### src/rtl/pulse_cmd_sender.sv
`default_nettype none
// ============================================================================
// Module      : pulse_cmd_sender
// Description : Sends a 5-byte command frame (4 payload bytes LSB first, then
//               the control byte) through a byte UART, then waits for the
//               8-bit checksum echo and reports ok / mismatch / timeout.
// Revision    : 1.0 - initial release
// ============================================================================
module pulse_cmd_sender #(
    parameter logic [31:0] ACK_TIMEOUT = 32'd2400000,
    parameter int unsigned NBYTES_DATA = 4
) (
    input  logic        clk,
    input  logic        rst,
    input  logic        cmd_valid,
    output logic        cmd_ready,
    input  logic [7:0]  cmd_ctrl,
    input  logic [31:0] cmd_data,
    output logic        transmit,
    output logic [7:0]  tx_byte,
    input  logic        is_transmitting,
    input  logic        received,
    input  logic [7:0]  rx_byte,
    input  logic        recv_error,
    output logic        resp_valid,
    output logic        resp_ok,
    output logic        resp_timeout,
    output logic [7:0]  resp_byte
);

    localparam logic [2:0] c_ST_IDLE       = 3'd0;
    localparam logic [2:0] c_ST_LOAD       = 3'd1;
    localparam logic [2:0] c_ST_SEND       = 3'd2;
    localparam logic [2:0] c_ST_WAIT_START = 3'd3;
    localparam logic [2:0] c_ST_WAIT_END   = 3'd4;
    localparam logic [2:0] c_ST_WAIT_ACK   = 3'd5;
    localparam logic [2:0] c_ST_REPORT     = 3'd6;

    // Index of the control byte, which is the last byte of the frame.
    localparam logic [2:0] c_LAST_IDX = 3'(NBYTES_DATA);

    logic [2:0]  r_state;
    logic [2:0]  w_state_nxt;
    logic [7:0]  r_ctrl;
    logic [31:0] r_data;
    logic [7:0]  r_expected;
    logic [2:0]  r_idx;
    logic [31:0] r_cnt;
    logic        r_transmit;
    logic [7:0]  r_tx_byte;
    logic        r_resp_ok;
    logic        r_resp_timeout;
    logic [7:0]  r_resp_byte;

    logic [7:0]  w_cmd_sum;
    logic [7:0]  w_cur_byte;
    logic        w_timeout_hit;

    // Checksum of the incoming payload; 8-bit adds drop the carries.
    assign w_cmd_sum = cmd_data[7:0] + cmd_data[15:8] + cmd_data[23:16] + cmd_data[31:24];

    assign w_timeout_hit = (r_cnt == (ACK_TIMEOUT - 32'd1));

    // Select the frame byte addressed by the byte index.
    always_comb begin
        w_cur_byte = r_ctrl;
        case (r_idx)
            3'd0:    w_cur_byte = r_data[7:0];
            3'd1:    w_cur_byte = r_data[15:8];
            3'd2:    w_cur_byte = r_data[23:16];
            3'd3:    w_cur_byte = r_data[31:24];
            default: w_cur_byte = r_ctrl;
        endcase
    end

    // State register.
    always_ff @(posedge clk or posedge rst) begin
        if (rst) begin
            r_state <= c_ST_IDLE;
        end else begin
            r_state <= w_state_nxt;
        end
    end

    // Next-state logic; an error strobe, a byte or the timeout all end WAIT_ACK.
    always_comb begin
        w_state_nxt = r_state;
        case (r_state)
            c_ST_IDLE:       if (cmd_valid) w_state_nxt = c_ST_LOAD;
            c_ST_LOAD:       w_state_nxt = c_ST_SEND;
            c_ST_SEND:       if (!is_transmitting) w_state_nxt = c_ST_WAIT_START;
            c_ST_WAIT_START: if (is_transmitting) w_state_nxt = c_ST_WAIT_END;
            c_ST_WAIT_END: begin
                if (!is_transmitting) begin
                    w_state_nxt = (r_idx == c_LAST_IDX) ? c_ST_WAIT_ACK : c_ST_LOAD;
                end
            end
            c_ST_WAIT_ACK: begin
                if (recv_error || received || w_timeout_hit) w_state_nxt = c_ST_REPORT;
            end
            c_ST_REPORT:     w_state_nxt = c_ST_IDLE;
            default:         w_state_nxt = c_ST_IDLE;
        endcase
    end

    // Datapath: command latch, byte sequencing, transmit strobe, ack capture.
    always_ff @(posedge clk or posedge rst) begin
        if (rst) begin
            r_ctrl         <= 8'd0;
            r_data         <= 32'd0;
            r_expected     <= 8'd0;
            r_idx          <= 3'd0;
            r_cnt          <= 32'd0;
            r_transmit     <= 1'b0;
            r_tx_byte      <= 8'd0;
            r_resp_ok      <= 1'b0;
            r_resp_timeout <= 1'b0;
            r_resp_byte    <= 8'd0;
        end else begin
            r_transmit <= 1'b0;
            case (r_state)
                c_ST_IDLE: begin
                    if (cmd_valid) begin
                        r_ctrl     <= cmd_ctrl;
                        r_data     <= cmd_data;
                        r_expected <= w_cmd_sum;
                        r_idx      <= 3'd0;
                    end
                end
                c_ST_LOAD: r_tx_byte <= w_cur_byte;
                c_ST_SEND: begin
                    if (!is_transmitting) r_transmit <= 1'b1;
                end
                c_ST_WAIT_END: begin
                    if (!is_transmitting) begin
                        if (r_idx == c_LAST_IDX) begin
                            r_cnt <= 32'd0;
                        end else begin
                            r_idx <= r_idx + 3'd1;
                        end
                    end
                end
                c_ST_WAIT_ACK: begin
                    if (recv_error) begin
                        r_resp_ok      <= 1'b0;
                        r_resp_timeout <= 1'b0;
                        r_resp_byte    <= rx_byte;
                    end else if (received) begin
                        r_resp_ok      <= (rx_byte == r_expected);
                        r_resp_timeout <= 1'b0;
                        r_resp_byte    <= rx_byte;
                    end else if (w_timeout_hit) begin
                        r_resp_ok      <= 1'b0;
                        r_resp_timeout <= 1'b1;
                        r_resp_byte    <= 8'd0;
                    end else begin
                        r_cnt <= r_cnt + 32'd1;
                    end
                end
                default: begin
                end
            endcase
        end
    end

    assign cmd_ready    = (r_state == c_ST_IDLE);
    assign resp_valid   = (r_state == c_ST_REPORT);
    assign transmit     = r_transmit;
    assign tx_byte      = r_tx_byte;
    assign resp_ok      = r_resp_ok;
    assign resp_timeout = r_resp_timeout;
    assign resp_byte    = r_resp_byte;

endmodule
`default_nettype wire

### config.mk
export PLATFORM = sky130hd
export DESIGN_NAME = pulse_cmd_sender
export DESIGN_NICKNAME = d
export VERILOG_FILES = /design/src/rtl/pulse_cmd_sender.sv
export SDC_FILE = /design/constraint.sdc
export NUM_CORES = 1
export LEC_CHECK = 0
export ABC_AREA = 1
export BUFFER_PORTS_ARGS = -buffer_cell sky130_fd_sc_hd__buf_2
export CAP_MARGIN = 20
export CORE_UTILIZATION = 59
export CTS_CLUSTER_SIZE = 20
export DETAILED_ROUTE_END_ITERATION = 16
export HOLD_SLACK_MARGIN = 0.15
export PLACE_DENSITY = 0.81
export SYNTH_ARGS = -nofsm -noshare
export SYNTH_HDL_FRONTEND = slang
export SYNTH_SLANG_ARGS = --single-unit
### constraint.sdc
create_clock -name clk -period 4.6 [get_ports clk]
set_input_delay 0.69 -clock clk [delete_from_list [all_inputs] [get_ports clk]]
set_output_delay 0.69 -clock clk [all_outputs]
set_load 0.03 [all_outputs]
Yosys cells after proc, flatten, opt, wreduce, memory -nomap -nowiden:

Cells that the tools add are included.

* register bits after elaboration: 105
* bits of input ports: 54
* output and inout port bits: 21
* word-level logic and storage cells: 79

* add/sub/neg operators: 5
* equality and inequality tests: 22
* mux-type cells: 29
* reductions and logical operators: 12

Operator list (count)
* $mux W32: 5
* $pmux W32 S2: 1
* $add A32 B1 Y32 const B: 1
* $eq A32 B22 Y1 const B: 1
* $pmux W8 S4: 1
* $mux W3: 9
* $add A8 B8 Y8: 3
* $mux W8: 3
* $ne A2 B2 Y1 const B: 10
* $pmux W3 S6: 1
* $eq A3 B2 Y1 const B: 4
* $eq A3 B3 Y1 const B: 4
* $eq A8 B8 Y1: 1
* $mux W1: 8
* $eq A3 B1 Y1 const B: 2
* $logic_not A3 Y1: 2
* $pmux W3 S2: 1
* $reduce_and A6 Y1: 1
* $reduce_and A5 Y1: 1
* $reduce_and A2 Y1: 2
* $reduce_and A4 Y1: 1
* $reduce_bool A2 Y1: 2
* $add A3 B1 Y3 const B: 1
* $reduce_bool A3 Y1: 1
* $logic_or A1 B1 Y1: 2

Longest topological paths before layout:

Gate-level depths: netlist (run 1).

* depth after elaboration: 5
* mapped depth: 13
* depth with buffers taken out: 13

Worst setup path before layout (run 1):

No wires, ideal clock.

* kind: input -> register
* start point: in cmd_data[1]
* end point: reg r_expected[7]
* setup time: 0.065 ns
* arrival: 2.894 ns
* data required time: 4.535 ns
* path slack: 1.640 ns
* cell stages on the path: 13
* buffers on the path: 0
* cells stage by stage: inv_1 > fa_1 > inv_1 > fa_1 > ha_1 > inv_1 > fa_1 > inv_1 > nand4_1 > and2_1 > nand2_1 > nand3_1 > nand2_1

* cells in the longest elaborated chain, start to end: 3

Ends and longest elaborated chain
* start: declaration: RTL line 18 `input logic [31:0] cmd_data,`
* $add A8 B8 Y8 (3 in a row): RTL line 60 `assign w_cmd_sum = cmd_data[7:0] + cmd_data[15:8] + cmd_data[23:16] + cmd_data[31:24];`
* end signal: assignment: RTL line 126 `r_expected <= w_cmd_sum;`
* end: declaration: RTL line 46 `logic [7:0] r_expected;`

Every way passes these cells.
A chain may end at the register's enable or synchronous reset.

Worst setup path after layout (run 1):

Ends and elaborated chain as after synthesis.

==> results of run 1 <==
-- through the flow --
step                      power, mW  hold WS, ns  utilization, %
after floorplan               2.282       0.4487               -
after global placement        2.585       0.4501           65.60
after detailed placement      2.622       0.4613           65.60
after CTS                     3.197       0.4729           67.48
after global routing          3.430       0.4821           67.48
final                         3.184       0.4756           67.48
-- power groups by stage --
stage	clock (mW)	sequential [mW]	combinational, mW
6_report	0.579	1.39	1.22
5_1_grt	0.630	1.42	1.38
4_1_cts	0.588	1.38	1.23
3_5_place_dp	0	1.40	1.22
3_3_place_gp	0	1.40	1.19
2_1_floorplan	0	1.51	0.771
-- path summary, 6_finish.rpt --
check / end / cells after the start
max: r_expected[7] / 14
min: resp_byte[0] / 2
max reg2reg: r_cnt[15] / 11
min reg2reg: resp_byte[0] / 2
max in group asynchronous: tx_byte[2] / 3
min in group asynchronous: r_data[12] / 2
-- final cells by class --
type	count	share of cell area, %
Multi-Input combinational cell	668	45.90
Clock buffer	11	2.163
Tap cell	136	2.432
Inverter	100	5.400
Timing Repair Buffer	80	5.936
Sequential cell	105	37.55
Clock inverter	5	0.6258
-- cell usage in the layout (no fill, tap or decap), types with 13 or more instances in the layout --
cell / count
dfrtp_1: 105
nor2_1: 109
ha_1: 13
inv_1: 97
buf_2: 74
o21ai_0: 53
xnor2_1: 13
nand2_1: 371
fa_1: 14
nand3_1: 42
-- tightest hold or removal path: cells and delay by family, from the launching register on --
kind,cells,cell delay (ns)
and+or+nand+nor,2,0.09
DFF,1,0.35
-- state kept, by name, summed over array words and instances, names as in the netlist --
signal        flops
transmit          1
r_state           3
r_data           32
r_cnt            32
resp_ok           1
r_idx             3
r_expected        8
resp_timeout      1
r_ctrl            8
tx_byte           8
resp_byte         8
-- Yosys cell counts --
cell type	instances	share of area, %
nand2_2	3	0.30
ha_1	13	2.6
o21a_1	1	0.12
nor2_2	1	0.099
buf_6	3	0.53
nand2_1	372	22
xnor2_1	13	1.8
nand3_1	42	3.3
nor2_1	109	6.5
xor2_1	9	1.2
o21bai_1	1	0.12
clkbuf_1	10	0.59
or2_2	4	0.39
and2_1	1	0.099
nand2_4	1	0.18
nor3_1	3	0.24
buf_2	10	0.79
nand3_2	1	0.16
clkinv_1	1	0.059
fa_1	14	4.4
dfrtp_1	105	41
nand3b_1	1	0.12
o22a_1	8	1.1
inv_2	1	0.059
a31oi_1	3	0.30
a21oi_1	4	0.32
buf_1	1	0.059
o21ai_0	53	4.2
nand4_1	11	1.1
inv_1	98	5.8
-- routing by layer --
layer	wire, um	up-vias	track usage [%]
li1	-	2889	-
met1	6990	2624	41.03
met2	6392	168	42.76
met3	736	15	4.700
met4	148	0	8.234
met5	0	-	0
-- cell families (layout without fill, tap and decap cells) --
kind of cell / after synthesis / in the layout
AOI/OAI and AO/OA: 70 / 70
and+or+nand+nor: 549 / 549
DFF: 105 / 105
buffers and inverters: 124 / 196
xor gates and xnor gates: 22 / 22
adders and majority gates: 27 / 27
==> metrics.txt, run 1 <==
period utilisation layout=about three fifths; worst r2r src=r_cnt[0]; Seq. cell area=2628 um^2; proportion of synthesized area in mux cells=0%; worst path cell trace=buf_2 -> inv_1 -> fa_1 -> inv_1 -> fa_1 -> ha_1 -> inv_1 -> fa_1 -> inv_1 -> nand4_1 -> and2_1 -> nand2_1 -> nand3_1 -> nand2_1; Synth cell types=30; Post-Route WL=14270 um; Mean Syn Cell Area=7.065 um^2; Cells after Synth=around 900; I/O pins=75; Avg WL per Cell=roughly 13 um; DRC=0; Clock Tree Root=clkbuf_8; DIE AREA=11160 um^2; final weighted congestion in routability-driven placement=0.9200; Die H=105.6 um; Total Routing Usage GR=27.99%; DR vias/cell=5.155; Simple-Gate Fraction of Synth Area=roughly 34%; Power Dens Cells=455.0 nW/um^2; Port Buffer Count=74; relative slew slack=a little over 30%; clock power share=between 10% and 20%; clk buf depth=2; fmax=approximately 0.36 GHz; htree depth=3; Pint=1.868 mW; number of global-route vias before repair=5210; post-CTS setup buffers=0; Setup TNS=0 ns; dpl hpwl=10510 um; register area share after synthesis=41.46%; fin crit period=between 2 and 3 ns; CTS tree=done; layout cells sized above 1=11.25%; CORE AREA=between 10000 and 15000 um^2; worst path required time=4.93 ns; clk_lat worst skew=0.38 ns; die span in x=105.6 um; Cell Area, Synth=around 6300 um^2; Sw Share=41.35%; n_diodes=0; Final Max Tran Viols=0; grt ovf=0; Post-Place Setup Slack=roughly 1.4 ns; Layout Skew=0.01321 ns; CTS Sinks=105; unrepaired setup endpoints after global routing=no; Psw=1.317 mW; Mapped Nets=978; Area growth syn-to-layout=10.42%; Starting DRT DRC Count=341; Multi-input gate area=3212 um^2; WS Path Type=in -> reg; hold crit path type=reg -> reg; Arr. time, crit path=~3.1 ns; setup violators final=0; Finished Layout Cells=approximately 1100; Yosys reg bits=105; Inserted Clock Buffers=9; largest net degree at the start of global routing=78; fill count=around 950; sequential power share=43.6%; Startpoint Class=input port; Final Cell Area=between 6000 and 7000 um^2; Critical path origin=cmd_data[1]; combinational fraction of design power=38.2%; Placed Cells=~1100; r2r setup slk=2.30 ns; Worst setup EP type=flop; largest family of logic cells by synthesized area=simple AND/OR/NAND/NOR gates; Leak=3.539 nW; first-pass GRT wire length=~25000 um; worst-margin pin slew=1.036 ns; Compound-Gate Fraction of Synth Area=just over 6%; Critical Path Max Stage Delay=0.54 ns; Post-Synth Adder-Cell Area=between 6 and 7%; status=complete, no violations; Starting Density=61.11%; worst vdd ir=approximately 0.32 mV; 1st-pass router iterations=7; hold path startpoint=resp_byte[0]; crit-path leading delay family=adder cells; initial antenna violation count=0; Max-Cap Viols=0; clk slew on worst S/H paths=approximately 0.11 ns; detailed-route via count=between 5000 and 6000; Yosys Warn Count=0; Buf/Inv on CP=5; post-route ant nets=0; slowest CP cell=fa_1; post-layout net count=1045; CP dominant cell by count=inv_1; Fin. Hold Viols=0; Crit Path Max Fanout=3; FP Rows=37; final worst slack=roughly 1.8 ns; xor/xnor share of the synthesized area=~3.0%; Gates resized, CTS repair=0; Post-Place Cell Area=6803 um^2; cts hold-fix bufs=0
Note: power is estimated with default switching activity, not from simulation.
==> run 2, diff against run 1 <==
Clock period 4.6 ns to 2.65 ns, I/O delays scaled along.
==> metrics.txt, run 2 (synthesis results as in run 1) <==
Total Routing Usage GR=about 28%; Worst setup EP type=flop; clk_lat worst skew=around 0.38 ns; most frequent cells in the layout=nand2_1 (371), nor2_1 (109), dfrtp_1 (105), inv_1 (97), buf_2 (74); Starting Density=61.11%; worst-margin pin slew=0.8112 ns; largest net degree at the start of global routing=83; relative slew slack=45.59%; first-pass GRT wire length=24810 um; Area growth syn-to-layout=12.30%; FP Rows=37; number of global-route vias before repair=5300; DR vias/cell=5.115; CORE AREA=10370 um^2; die span in x=105.6 um; post-layout net count=between 1000 and 1500; Fin. Hold Viols=0; Startpoint Class=input port; CTS Sinks=105; Max-Cap Viols=0; final weighted congestion in routability-driven placement=0.9319; dpl hpwl=10630 um; Gates resized, CTS repair=0; CTS tree=done; Starting DRT DRC Count=around 350; Layout Skew=0.01341 ns; setup violators final=0; post-CTS setup buffers=0; top flop regs=r_cnt x32, r_data x32; most common cell after layout, fill and taps aside=nand2_1; Leak=3.597 nW; layout cells sized above 1=roughly 12%; worst vdd ir=about 0.59 mV; worst path required time=2.97 ns; unrepaired setup endpoints after global routing=no; Multi-input gate area=~3200 um^2; clk buf depth=2; Avg WL per Cell=12.88 um; Placed Cells=roughly 1100; detailed-route via count=5698; initial antenna violation count=0; Clock Tree Root=clkbuf_8; hold crit path type=in -> reg; clk slew on worst S/H paths=0.11 ns; Die H=~110 um; Finished Layout Cells=approximately 1100; Final Max Tran Viols=0; fin crit period=2.577 ns; Arr. time, crit path=2.90 ns; post-route ant nets=0; DRC=0; Post-Route WL=14350 um; htree depth=3; Crit Path Max Fanout=3; 1st-pass router iterations=8; grt ovf=0; DIE AREA=between 10000 and 15000 um^2; period utilisation layout=97.23%; n_diodes=0; I/O pins=75; Seq. cell area=2628 um^2; Power Dens Cells=between 800 and 900 nW/um^2; status=complete, no violations; fill count=between 900 and 1000; fmax=0.3881 GHz; WS Path Type=in -> reg; Port Buffer Count=74; Inserted Clock Buffers=9; Overall Power=5.714 mW
==> run 2: cell types whose count changed in the layout (fill, tap and decap cells not counted), sizes merged <==
cell,previous run,this run
clkinv,1,3
inv,102,100
buf,80,88
clkbuf,11,9
dlygate4sd3,0,1
bufinv,0,2
==> run 2: cell type report <==
cell class,instances,share of cell area [%]
clock inverter,7,1.424
multi-input combinational,668,45.20
sequential,105,36.92
timing repair buffer,89,6.997
tap,136,2.391
clock buffer,9,1.741
inverter,100,5.327
==> run 2: critical path, stage by stage <==
cell and delay (ns):
buf_2 0.07, inv_1 0.05, fa_1 0.54, inv_1 0.06
fa_1 0.50, ha_2 0.17, inv_1 0.05, fa_2 0.34
inv_1 0.11, nand4_1 0.16, and2_1 0.22, nand2_1 0.06
nand3_1 0.06, nand2_1 0.08
==> run 2: what timing repair did <==
item | 4_1_cts | 5_1_grt
hold buffers | 1 | 0
endpoints found under the hold margin | 23 | 0
setup endpoints to repair | 0 | 1
==> run 2: final timing paths <==
| path | startpoint | endpoint | slack (ns) | cells after the start |
|---|---|---|---|---|
| worst max-delay path | cmd_data[1] | r_expected[7] | 0.07 | 14 |
| worst min-delay path | is_transmitting | transmit | 0.20 | 2 |
| worst max register to register | r_state[0] | r_ctrl[6] | 0.48 | 6 |
| worst min register to register | resp_byte[2] | resp_byte[2] | 0.48 | 2 |
| max in group asynchronous | rst | r_data[29] | 1.28 | 4 |
| min in group asynchronous | rst | resp_byte[6] | 0.61 | 3 |
==> run 2: layer usage <==
| metal | wire length [um] | vias up | share of wire, % | GRT usage (%) |
|---|---|---|---|---|
| li1 | - | 2909 | - | - |
| met2 | 6470 | 178 | 45 | 43.70 |
| met4 | 197 | 0 | 1.4 | 9.028 |
| met1 | 6850 | 2594 | 48 | 39.74 |
| met5 | 0 | - | 0 | 0 |
| met3 | 832 | 17 | 5.8 | 5.566 |
==> run 2: stage by stage <==
step	setup TNS, ns	instance area (um^2)	util, %	hold slack (ns)	setup WS (ns)
floorplan	0	6346	-	0.4487	0.02839
global placement	-0.3393	6882	66.36	0.4496	-0.1360
detailed placement	-0.5402	6882	66.36	0.4545	-0.2051
CTS	0	7117	68.63	0.1824	0.1086
global route	0	7117	68.63	0.1876	0.004875
finish	0	7117	68.63	0.1984	0.07328
==> run 2: where the power goes <==
group	switching (mW)	total, mW	internal (mW)
combinational	1.41	2.18	0.773
sequential	0.289	2.40	2.11
clock	0.589	1.13	0.542
total	2.29	5.71	3.43
==> run 3, diff against run 2 <==
Settings changed: BUFFER_PORTS_ARGS -buffer_cell sky130_fd_sc_hd__buf_2 to -buffer_cell sky130_fd_sc_hd__clkbuf_2.
==> metrics.txt, run 3 (synthesis results as in run 1) <==
combinational fraction of design power=38.7%; Power Dens Cells=795.4 nW/um^2; initial antenna violation count=0; CTS tree=done; 1st-pass router iterations=5; setup violators final=0; number of global-route vias before repair=5184; Leak=3.607 nW; Starting DRT DRC Count=between 300 and 400; Area growth syn-to-layout=12.20%; largest net degree at the start of global routing=80; grt ovf=0; hold path startpoint=is_transmitting; final worst slack=roughly 0.13 ns; htree depth=3; status=complete, no violations; post-CTS setup buffers=0; Clock Tree Root=clkbuf_8; worst-margin pin slew=a little under 0.9 ns; Seq. cell area=2628 um^2; Arr. time, crit path=2.78 ns; Total Routing Usage GR=27.97%; DRC=0; Post-Place Setup Slack=-0.2488 ns; first-pass GRT wire length=between 20000 and 25000 um; CTS Sinks=about 110; Startpoint Class=input port; Pint=3.380 mW; Gates resized, CTS repair=0; DR vias/cell=5.161; unrepaired setup endpoints after global routing=no; Critical path origin=cmd_data[1]; Worst setup EP type=flop; sequential power share=a little over two fifths; FP Rows=37; Sw Share=40.24%; Max-Cap Viols=0; Psw=2.276 mW; clk slew on worst S/H paths=0.10 ns; Port Buffer Count=74; period utilisation layout=94.97%; fmax=0.3973 GHz; dpl hpwl=10740 um; worst path required time=2.91 ns; CORE AREA=10370 um^2; Die H=105.6 um; die span in x=105.6 um; Avg WL per Cell=about 13 um; fill count=926; Multi-input gate area=3217 um^2; DIE AREA=11160 um^2; top flop regs=r_cnt x32, r_data x32; hold crit path type=in -> reg; detailed-route via count=roughly 5800; clk_lat worst skew=0.37 ns; worst vdd ir=0.6379 mV; post-layout net count=1055; relative slew slack=41.96%; Final Max Tran Viols=0; Starting Density=about three fifths; post-layout util=68.57%; layout cells sized above 1=around an eighth; post-route ant nets=0; n_diodes=0; final weighted congestion in routability-driven placement=0.9108; Crit Path Max Fanout=3; Inserted Clock Buffers=9; Post-Route WL=14570 um; WS Path Type=in -> reg; Layout Skew=roughly 0.0095 ns; I/O pins=75; clock power share=18.7%; Fin. Hold Viols=0; fin crit period=2.517 ns; most frequent cells in the layout=nand2_1 (371), nor2_1 (109), dfrtp_1 (105), inv_1 (97), clkbuf_2 (74); worst r2r src=r_state[2]; clk buf depth=2; most common cell after layout, fill and taps aside=nand2_1
-- run 3: timing repair --
action	in CTS	in global routing
endpoints found under the hold margin	34	0
setup endpoints to repair	0	0
hold buffers	1	0
-- run 3: layout make-up --
| type | instances | area share, % |
|---|---|---|
| Clock buffer | 11 | 2.129 |
| Clock inverter | 5 | 0.8446 |
| Inverter | 100 | 5.332 |
| Multi-Input combinational cell | 668 | 45.24 |
| Sequential cell | 105 | 36.95 |
| Tap cell | 136 | 2.393 |
| Timing Repair Buffer | 90 | 7.109 |
-- run 3: critical path, stage by stage --
cell and delay (ns):
clkbuf_2 0.07, inv_1 0.06, fa_1 0.55, inv_1 0.06, fa_1 0.52, ha_2 0.18
inv_1 0.06, fa_2 0.34, inv_1 0.10, nand4_1 0.12, nand2_1 0.09, nand3_1 0.08
nand3_1 0.08, nand2_1 0.07
-- run 3: power groups by stage --
stage                     combinational (mW)  sequential, mW  clock, mW
after floorplan                         1.34            2.62          0
after global placement                  2.11            2.42          0
after detailed placement                2.18            2.43          0
after CTS                               2.19            2.41       1.08
after global routing                    2.47            2.47       1.14
final                                   2.19            2.41       1.06
-- run 3: worst paths after layout --
kind,end,cells after the start,slack (ns)
max in group asynchronous,r_data[23],4,1.64
min in group asynchronous,resp_byte[4],4,0.68
hold reg to reg,resp_byte[4],2,0.48
setup reg to reg,r_cnt[0],9,0.61
hold / removal,transmit,2,0.21
setup / recovery,r_expected[7],14,0.13
-- run 3: metrics by stage --
stage | hold WS, ns | power [mW] | setup TNS (ns) | cells | instance area, um^2
6_report | 0.2056 | 5.656 | 0 | 1115 | 7111
5_1_grt | 0.1994 | 6.076 | 0 | 1115 | 7111
4_1_cts | 0.1995 | 5.684 | 0 | 1115 | 7111
3_5_place_dp | 0.4587 | 4.614 | -0.7157 | 1098 | 6889
3_3_place_gp | 0.4530 | 4.537 | -0.3551 | 1098 | 6889
2_1_floorplan | 0.4487 | 3.963 | 0 | 897 | 6346
-- run 3: metal layers --
layer  global-route usage (%)  part of all wire (%)  wire, um
met4                    8.333                   1.8       264
met2                    43.28                    44      6477
met3                    4.762                   5.2       762
met1                    40.43                    48      7062
met5                        0                     0         0
